File: src/rtl/writeback_arbiter_if.sv
// Register-file writeback bus for writeback_arbiter: pipeline, multdiv and exception
// requests in, registered write port and stall out. Forwarding-hit signals exist only with WB_FWD_EN.
interface writeback_arbiter_if;
    localparam int unsigned REG_W  = 5;
    localparam int unsigned DATA_W = 32;

    logic              pipe_valid;
    logic              pipe_we;
    logic [REG_W-1:0]  pipe_rd;
    logic [DATA_W-1:0] pipe_data;
    logic              md_valid;
    logic [REG_W-1:0]  md_rd;
    logic [DATA_W-1:0] md_data;
    logic              md_ready;
    logic              exc_valid;
    logic [DATA_W-1:0] exc_code;
    logic              ctrl_writeEnable;
    logic [REG_W-1:0]  ctrl_writeReg;
    logic [DATA_W-1:0] data_writeReg;
    logic              stall;
`ifdef WB_FWD_EN
    logic [REG_W-1:0]  ctrl_readRegA;
    logic [REG_W-1:0]  ctrl_readRegB;
    logic              fwd_hitA;
    logic              fwd_hitB;
`endif

    modport slave (
        input  pipe_valid, pipe_we, pipe_rd, pipe_data,
        input  md_valid, md_rd, md_data,
        input  exc_valid, exc_code,
        output md_ready, ctrl_writeEnable, ctrl_writeReg, data_writeReg, stall
`ifdef WB_FWD_EN
        , input  ctrl_readRegA, ctrl_readRegB
        , output fwd_hitA, fwd_hitB
`endif
    );

    modport master (
        output pipe_valid, pipe_we, pipe_rd, pipe_data,
        output md_valid, md_rd, md_data,
        output exc_valid, exc_code,
        input  md_ready, ctrl_writeEnable, ctrl_writeReg, data_writeReg, stall
`ifdef WB_FWD_EN
        , output ctrl_readRegA, ctrl_readRegB
        , input  fwd_hitA, fwd_hitB
`endif
    );
endinterface

File: src/rtl/writeback_arbiter.sv
// Register-file writeback arbiter: exception > starved multdiv buffer > pipeline > buffer.
// Optional forwarding-hit outputs are enabled by defining WB_FWD_EN.
module writeback_arbiter #(
    parameter int unsigned STARVE_LIMIT = 4
) (
    input  logic          clock,
    input  logic          ctrl_reset,
    writeback_arbiter_if.slave wb
);
    localparam int unsigned REG_W  = 5;
    localparam int unsigned DATA_W = 32;
    localparam int unsigned CNT_W  = 4;
    localparam logic [REG_W-1:0] EXC_RD = REG_W'(30);

    typedef enum logic [1:0] {IDLE, HELD, FORCE} state_t;

    state_t            state;
    logic [CNT_W-1:0]  count;
    logic              buf_valid;
    logic [REG_W-1:0]  buf_rd;
    logic [DATA_W-1:0] buf_data;

    logic              sel_valid;
    logic [REG_W-1:0]  sel_rd;
    logic [DATA_W-1:0] sel_data;
    logic              buf_win;
    logic              pipe_win;
    logic              pipe_req;

    assign pipe_req    = wb.pipe_valid && wb.pipe_we;
    assign wb.md_ready = !buf_valid;
    assign wb.stall    = (state == FORCE) && pipe_req && !wb.exc_valid;

    // Per-cycle winner selection
    always_comb begin
        sel_valid = 1'b0;
        sel_rd    = '0;
        sel_data  = '0;
        buf_win   = 1'b0;
        pipe_win  = 1'b0;
        if (wb.exc_valid) begin
            sel_valid = 1'b1;
            sel_rd    = EXC_RD;
            sel_data  = wb.exc_code;
        end else if (state == FORCE) begin
            buf_win = 1'b1;
        end else if (pipe_req) begin
            pipe_win = 1'b1;
        end else if (buf_valid) begin
            buf_win = 1'b1;
        end
        if (buf_win) begin
            sel_valid = 1'b1;
            sel_rd    = buf_rd;
            sel_data  = buf_data;
        end else if (pipe_win) begin
            sel_valid = 1'b1;
            sel_rd    = wb.pipe_rd;
            sel_data  = wb.pipe_data;
        end
    end

    always_ff @(posedge clock) begin
        if (!ctrl_reset) begin
            state               <= IDLE;
            count               <= '0;
            buf_valid           <= 1'b0;
            buf_rd              <= '0;
            buf_data            <= '0;
            wb.ctrl_writeEnable <= 1'b0;
            wb.ctrl_writeReg    <= '0;
            wb.data_writeReg    <= '0;
        end else begin
            // A write to r0 is consumed but never enabled
            wb.ctrl_writeEnable <= sel_valid && (sel_rd != '0);
            wb.ctrl_writeReg    <= sel_rd;
            wb.data_writeReg    <= sel_data;

            if (buf_win) begin
                buf_valid <= 1'b0;
            end else if (wb.md_valid && !buf_valid) begin
                buf_valid <= 1'b1;
                buf_rd    <= wb.md_rd;
                buf_data  <= wb.md_data;
            end

            case (state)
                IDLE: begin
                    count <= '0;
                    if (wb.md_valid && !buf_valid) state <= HELD;
                end
                HELD: begin
                    if (buf_win) begin
                        state <= IDLE;
                        count <= '0;
                    end else if (pipe_win) begin
                        count <= count + CNT_W'(1);
                        if (count + CNT_W'(1) >= CNT_W'(STARVE_LIMIT)) state <= FORCE;
                    end
                end
                FORCE: begin
                    if (buf_win) begin
                        state <= IDLE;
                        count <= '0;
                    end
                end
                default: begin
                    state <= IDLE;
                    count <= '0;
                end
            endcase
        end
    end

`ifdef WB_FWD_EN
    assign wb.fwd_hitA = wb.ctrl_writeEnable && (wb.ctrl_writeReg == wb.ctrl_readRegA);
    assign wb.fwd_hitB = wb.ctrl_writeEnable && (wb.ctrl_writeReg == wb.ctrl_readRegB);
`endif
endmodule

File: src/flat_wrapper.sv
// flat-port wrapper written by rule: the top's interface ports become plain ports
module writeback_arbiter_flat 
#(
    parameter int unsigned STARVE_LIMIT = 4
)
  (clock, ctrl_reset, wb_pipe_valid, wb_pipe_we, wb_pipe_rd, wb_pipe_data, wb_md_valid, wb_md_rd, wb_md_data, wb_exc_valid, wb_exc_code, wb_md_ready, wb_ctrl_writeEnable, wb_ctrl_writeReg, wb_data_writeReg, wb_stall);
  writeback_arbiter_if wb_i ();
  input  logic clock;
  input  logic ctrl_reset;
  input wire logic [$bits(wb_i.pipe_valid)-1:0] wb_pipe_valid;
  input wire logic [$bits(wb_i.pipe_we)-1:0] wb_pipe_we;
  input wire logic [$bits(wb_i.pipe_rd)-1:0] wb_pipe_rd;
  input wire logic [$bits(wb_i.pipe_data)-1:0] wb_pipe_data;
  input wire logic [$bits(wb_i.md_valid)-1:0] wb_md_valid;
  input wire logic [$bits(wb_i.md_rd)-1:0] wb_md_rd;
  input wire logic [$bits(wb_i.md_data)-1:0] wb_md_data;
  input wire logic [$bits(wb_i.exc_valid)-1:0] wb_exc_valid;
  input wire logic [$bits(wb_i.exc_code)-1:0] wb_exc_code;
  output wire logic [$bits(wb_i.md_ready)-1:0] wb_md_ready;
  output wire logic [$bits(wb_i.ctrl_writeEnable)-1:0] wb_ctrl_writeEnable;
  output wire logic [$bits(wb_i.ctrl_writeReg)-1:0] wb_ctrl_writeReg;
  output wire logic [$bits(wb_i.data_writeReg)-1:0] wb_data_writeReg;
  output wire logic [$bits(wb_i.stall)-1:0] wb_stall;
  assign wb_i.pipe_valid = wb_pipe_valid;
  assign wb_i.pipe_we = wb_pipe_we;
  assign wb_i.pipe_rd = wb_pipe_rd;
  assign wb_i.pipe_data = wb_pipe_data;
  assign wb_i.md_valid = wb_md_valid;
  assign wb_i.md_rd = wb_md_rd;
  assign wb_i.md_data = wb_md_data;
  assign wb_i.exc_valid = wb_exc_valid;
  assign wb_i.exc_code = wb_exc_code;
  assign wb_md_ready = wb_i.md_ready;
  assign wb_ctrl_writeEnable = wb_i.ctrl_writeEnable;
  assign wb_ctrl_writeReg = wb_i.ctrl_writeReg;
  assign wb_data_writeReg = wb_i.data_writeReg;
  assign wb_stall = wb_i.stall;
  writeback_arbiter #(.STARVE_LIMIT(STARVE_LIMIT)) u_core (.clock(clock), .ctrl_reset(ctrl_reset), .wb(wb_i));
endmodule
File: config.mk
export PLATFORM = sky130hd
export DESIGN_NAME = writeback_arbiter_flat
export DESIGN_NICKNAME = d
export VERILOG_FILES = /design/src/rtl/writeback_arbiter_if.sv /design/src/rtl/writeback_arbiter.sv /design/src/flat_wrapper.sv
export SDC_FILE = /design/constraint.sdc
export NUM_CORES = 1
export LEC_CHECK = 0
export ABC_AREA = 1
export BUFFER_PORTS_ARGS = -buffer_cell sky130_fd_sc_hd__buf_4
export CAP_MARGIN = 25
export CORE_ASPECT_RATIO = 1.5
export CORE_UTILIZATION = 46
export CTS_CLUSTER_DIAMETER = 120
export DETAILED_ROUTE_END_ITERATION = 10
export HOLD_SLACK_MARGIN = 0.12
export MAX_ROUTING_LAYER = met4
export PLACE_DENSITY = 0.8
export SYNTH_ARGS = -nofsm -noshare
export SYNTH_HDL_FRONTEND = slang
export SYNTH_SLANG_ARGS = --single-unit
File: constraint.sdc
create_clock -name clock -period 1.6 [get_ports clock]
set_input_delay 0.32 -clock clock [delete_from_list [all_inputs] [get_ports clock]]
set_output_delay 0.32 -clock clock [all_outputs]
set_load 0.005 [all_outputs]
# Word level (Yosys, flattened, before mapping)
# Index checks and enable logic that the tools add are counted.
dict set report classes {
  div 0
  add_sub_neg 1
  muxes 26
  shift 0
  magnitude_cmp 1
  n_reduce_logical 13
  n_eq_ne 6
  n_bitwise 2
  multipliers 0
}
# cell count
set ops {}
lappend ops {{$mux 32} 3}
lappend ops {{$mux 5} 3}
lappend ops {{$mux 4} 3}
lappend ops {{$mux 1} 10}
lappend ops {{$mux 2} 5}
lappend ops {{$pmux 4 s2} 1}
lappend ops {{$ne 3x1->1 const B} 2}
lappend ops {{$pmux 2 s3} 1}
lappend ops {{$logic_and 1x1->1} 5}
lappend ops {{$reduce_bool 5->1} 1}
lappend ops {{$add 4x1->4 const B} 1}
lappend ops {{$ge 4x3->1 const B} 1}
lappend ops {{$ne 2x1->1 const B} 2}
lappend ops {{$reduce_and 2->1} 2}
lappend ops {{$reduce_and 4->1} 1}
lappend ops {{$eq 2x1->1 const B} 1}
lappend ops {{$eq 2x2->1 const B} 1}
lappend ops {{$logic_not 1->1} 2}
lappend ops {{$logic_not 2->1} 1}
lappend ops {{$not 1->1} 2}
lappend ops {{$reduce_or 2->1} 1}
dict set report totals {
  ff_bits 82
  out_inout_bits 40
  latchBits 0
  word_cells 57
  memories 0
  inputBits 112
  romBits 0
  ramBits 0
}

# Longest topological paths before layout
dict set report logic_depth {
  depth_word 8
  mapped_depth 11
  mapped_depth_nobuf 11
}

# Worst setup path after synthesis
# OpenSTA, ideal clock, no wires.
dict set report synth_path {
  path_type {register to register}
  from {register u_core.count[0]}
  to {register u_core.state[0]}
  setup_ns 0.113
  t_required_ns 1.487
  period_less_slack_ns 1.212
  path_buffers 0
  path_slack_ns 0.388
  arrival_time_ns 1.099
  path_stages_with_launch 12
  path_cell_list {dfxtp_1 -> ha_1 -> inv_1 -> nand2_1 -> nand2_1 -> nand3_1 -> nor2_1 -> nor2_2 -> nand2_1 -> nand2_1 -> nand2_1 -> nor2_1}
}
dict set report synth_between {
  elab_chain_len 4
}
# element line
set synth_rtl {}
lappend synth_rtl {{start: declaration} writeback_arbiter.sv:18} ;# logic [CNT_W-1:0] count;
lappend synth_rtl {{start signal: assignment} writeback_arbiter.sv:97} ;# count <= count + CNT_W'(1);
lappend synth_rtl {{$add 4x1->4} writeback_arbiter.sv:98} ;# if (count + CNT_W'(1) >= CNT_W'(STARVE_LIMIT)) state <= FORCE;
lappend synth_rtl {{$ge 4x3->1} writeback_arbiter.sv:98}
lappend synth_rtl {{$ne 3x1->1 (no line)} n/a}
lappend synth_rtl {{$reduce_and 4->1 (no line)} n/a}
lappend synth_rtl {{end signal: assignment} writeback_arbiter.sv:98}
lappend synth_rtl {{end signal: assignment} writeback_arbiter.sv:103} ;# state <= IDLE;
lappend synth_rtl {{end signal: assignment} writeback_arbiter.sv:108} ;# state <= IDLE;
lappend synth_rtl {{end: declaration} writeback_arbiter.sv:17} ;# state_t state;
# Every way passes these cells.
# A chain may end at the register's enable or synchronous reset.

# Final worst setup path
dict set report layout_path {
  from {register u_core.state[0]}
  to {output port wb_stall}
}
dict set report layout_between {
  elab_chain_len 3
}
# element line
set layout_rtl {}
lappend layout_rtl {{start signal: assignment} writeback_arbiter.sv:65} ;# state <= IDLE;
lappend layout_rtl {{start signal: assignment} writeback_arbiter.sv:90} ;# if (wb.md_valid && !buf_valid) state <= HELD;
lappend layout_rtl {{start signal: assignment} writeback_arbiter.sv:94} ;# state <= IDLE;
lappend layout_rtl {{$eq 2x2->1} writeback_arbiter.sv:32} ;# assign wb.stall = (state == FORCE) && pipe_req && !wb.exc_valid;
lappend layout_rtl {{$logic_and 1x1->1 (2 in series)} writeback_arbiter.sv:32}
lappend layout_rtl {{end: declaration} flat_wrapper.sv:23} ;# output wire logic [$bits(wb_i.stall)-1:0] wb_stall;
# Every way passes these cells.

==> results.md <==
- Status: finished clean
- Starting Density: ~47%
- Synth Area in Compound Gates: 21.3%
- Overall power: 4.87 mW
- Largest family of logic cells by synthesized area: compound AO/OA/AOI/OAI gates
- Crit-path max FO: 4
- CP Capture Type: primary output
- Post-synth EDFFs: 0
- Net Count, Synth: 517
- Clock latency on the worst-skew pair: roughly 0.35 ns
- Startpoint Class: flop
- Buffers on Ports: 151
- Horiz. Die Dim: 70.3 um
- P per Cell Area: 1050 nW/um2
- CTS clk-pin slew, worst paths: 0.08 ns
- Clock power share: between 30% and 40%
- Adder-Cell Fraction of Synth Area: 0.389%
- CTS root buf: clkbuf_8
- Vias per cell: 5.10
- DR vias: around 3,200
- Register area: 1640 um2
- GPL Wtd Cong: 0.779
- Reg-to-Reg End: u_core.state[0]
- Sw Ratio: ~28%
- Hold path cells: 3
- Initial antenna violation count: 0
- RSZ-0062 raised after global routing: false
- Yosys Warn Count: 0
- Peak supply drop: 0.707 mV
- Yosys cell types: 27
- Mean Syn Cell Area: about 8.0 um2
- Critical path class: flop to primary output
- Global-route wire length before repair: between 10,000 and 15,000 um
- Critical path data arrival time: 1.12 ns
- Final nets: between 600 and 700
- Antenna-violating nets left: 0
- R2r startpoint: u_core.count[0]
- Post-synth top flop: dfxtp_1
- Area contributors post-synth: dfxtp_1 (51%), nor2_1 (9.1%), a22oi_1 (7.5%)
- WP data required: 1.28 ns
- Final hold violation count: 0
- Slowest-stage cell, CP: dfxtp_1
- Crit path depth: 4
- Wire per inst: ~13 um
- Die area: 7340 um2
- Layout cells sized above 1: a little over a third
- Clk_skew: about 0.0066 ns
- Io pins: 152
- Psw: 1.35 mW
- Drt first-iter violations: 231
- Row cnt: 37
- TritonCTS buffer count: 9
- Critical-path cell list: inv_2 > nand2_2 > nor3_1 > buf_4
- LEAKAGE: around 2.1 nW
- Cell count after synthesis: 404
- Least-Margin Pin Slew: 0.341 ns
- Minimum clock period: 1.44 ns
- Slew margin rel.: 77.2%
- Buf/Inv on CP: 2
- Cells on worst reg2reg path: 11
- Bufs on Longest Clock Path: 2
- Sequential area share after synthesis: 51.0%
- Vias in the first global route: about 3,200
- GRT Residual Overflow: 0
- Netlist Area Pre-Place: between 3000 and 4000 um2
- Pre-Repair DR Iteration Count: 7
- CTS tree: yes
- Share of the synthesized area in the top cell type: 51.0%
- Max stage delay on crit path: 0.33 ns
- Pin count of the biggest net entering global routing: 35
- Final Setup Violations: 0
- Multi-input logic area: ~1300 um2
- H-tree Lvls: 3
- Simple-Gate Fraction of Synth Area: 19.6%
- WHS Endpoint: u_core.buf_data[19]
- Final wirelength: 8440 um
- Sequential Power Share: 47.7%
- Core Util, Final: just under 70%
- Worst R2R Setup Slack: 0.17 ns
- Hold Worst Slack: 0.214 ns
- Filler cells: around 550
- Setup_tns: 0 ns
- Cell taking the most area after synthesis: dfxtp_1
- Post-synth ARST share: 0%
- Most common cell in the netlist: dfxtp_1
- Top post-synthesis cells by count: dfxtp_1 (82), nor2_1 (78), nand2_1 (53), o21ai_0 (42), a21oi_1 (41)
- Achievable Freq: 0.692 GHz
- Int Power: roughly 3.5 mW
- Combinational fraction of design power: 21.9%
- Final slew viol count: 0
- HPWL Detailed: between 6000 and 7000 um
- CP delay by family, top: flip-flops
- Final worst-path cycle share: 90.3%
- Core Area: 6810 um2
- Clk sinks: 82
- XOR/XNOR share of the synthesized area: 0%
- GRT Total Usage: 24.3%
- Hold_sp: wb_md_data[19]
- Post-CTS setup repair buffer count: 0
- DRC: 0
- Die Span Y: 104 um
- Yosys reg bits: 82
- Diode count: 0
- Max cap viols: 0
- Synthesis-to-layout area growth: 44.0%
- Multiplexer share of the synthesized area: 0%
- Hold Crit Class: input pin to flop
routing by layer:
metal | GRT usage [%] | vias to the layer above | share of wire (%)
li1 | - | 1640 | -
met1 | 26.9 | 1453 | 39
met2 | 41.4 | 128 | 53
met3 | 4.94 | 21 | 5.8
met4 | 10.7 | 0 | 2.9
met5 | - | - | 0
per-stage QoR:
stage | setup WS [ns] | std cells | cell area, um2
global route | 0.0137 | 636 | 4630
finish | 0.155 | 636 | 4630
detailed placement | 0.161 | 620 | 4430
global placement | 0.184 | 620 | 4430
floorplan | 0.388 | 404 | 3220
CTS | 0.105 | 636 | 4630
how the worst max path moves through the flow:
stage	start	to	slack [ns]
CTS	u_core.state[1]	wb_stall	0.10
detailed placement	wb_pipe_valid	u_core.buf_data[18]	0.16
global route	u_core.count[0]	u_core.state[0]	0.01
floorplan	u_core.count[0]	u_core.state[0]	0.39
global placement	wb_pipe_valid	u_core.wb.data_writeReg[8]	0.18
finish	u_core.state[0]	wb_stall	0.16
state kept, by name, indices dropped and copies added (netlist names):
name and count:
u_core.wb.data_writeReg 32, u_core.count 4, u_core.wb.ctrl_writeEnable 1, u_core.buf_data 32, u_core.buf_valid 1, u_core.state 2, u_core.buf_rd 5, u_core.wb.ctrl_writeReg 5
power groups by stage:
stage               Clock [mW]  Sequential [mW]  Combinational, mW
CTS                       1.50             2.32               1.07
finish                    1.48             2.32               1.07
floorplan                    0             2.36              0.615
global route              1.59             2.35               1.19
global placement             0             2.36               1.03
detailed placement           0             2.37               1.07
cells in the final DEF (no fill, tap or decap):
cell      count
a211oi_1      1
a21oi_1      41
a22oi_1      32
buf_12        3
buf_4       159
buf_6         1
clkbuf_1      1
clkbuf_8     14
clkinv_1      1
clkinv_2      1
dfxtp_1      81
dfxtp_2       1
ha_1          1
inv_1        17
inv_2         5
inv_4         2
nand2_1      53
nand2_2       4
nand2_4       4
nand3_1       7
nand4_1       1
nor2_1       78
nor2_2        1
nor2_4        1
nor3_1        2
o211ai_1      1
o21ai_0      42
o21ai_1       3
timing repair:
action,4_1_cts,5_1_grt
gates resized for setup,0,2
endpoints found under the setup margin,0,2
hold buffers,0,0
tightest hold or removal path, delay by kind of cell:
family	cells	cell delay, ns
AO/OA/AOI/OAI	1	0.07
buffers and inverters	1	0.07
AND/OR/NAND/NOR	1	0.07
final cells by class:
cell class | instances | area share [%]
sequential | 82 | 35.4
clock inverter | 1 | 0.108
tap | 78 | 2.11
multi-input combinational | 272 | 28.7
inverter | 25 | 2.13
timing repair buffer | 163 | 27.3
clock buffer | 15 | 4.24
cells by family after synthesis:
| family | Yosys count |
|---|---|
| AOI/OAI and AO/OA | 120 |
| DFF | 82 |
| buffers and inverters | 50 |
| adders and majority gates | 1 |
| and+or+nand+nor | 151 |
(Power assumes the default switching activity.)
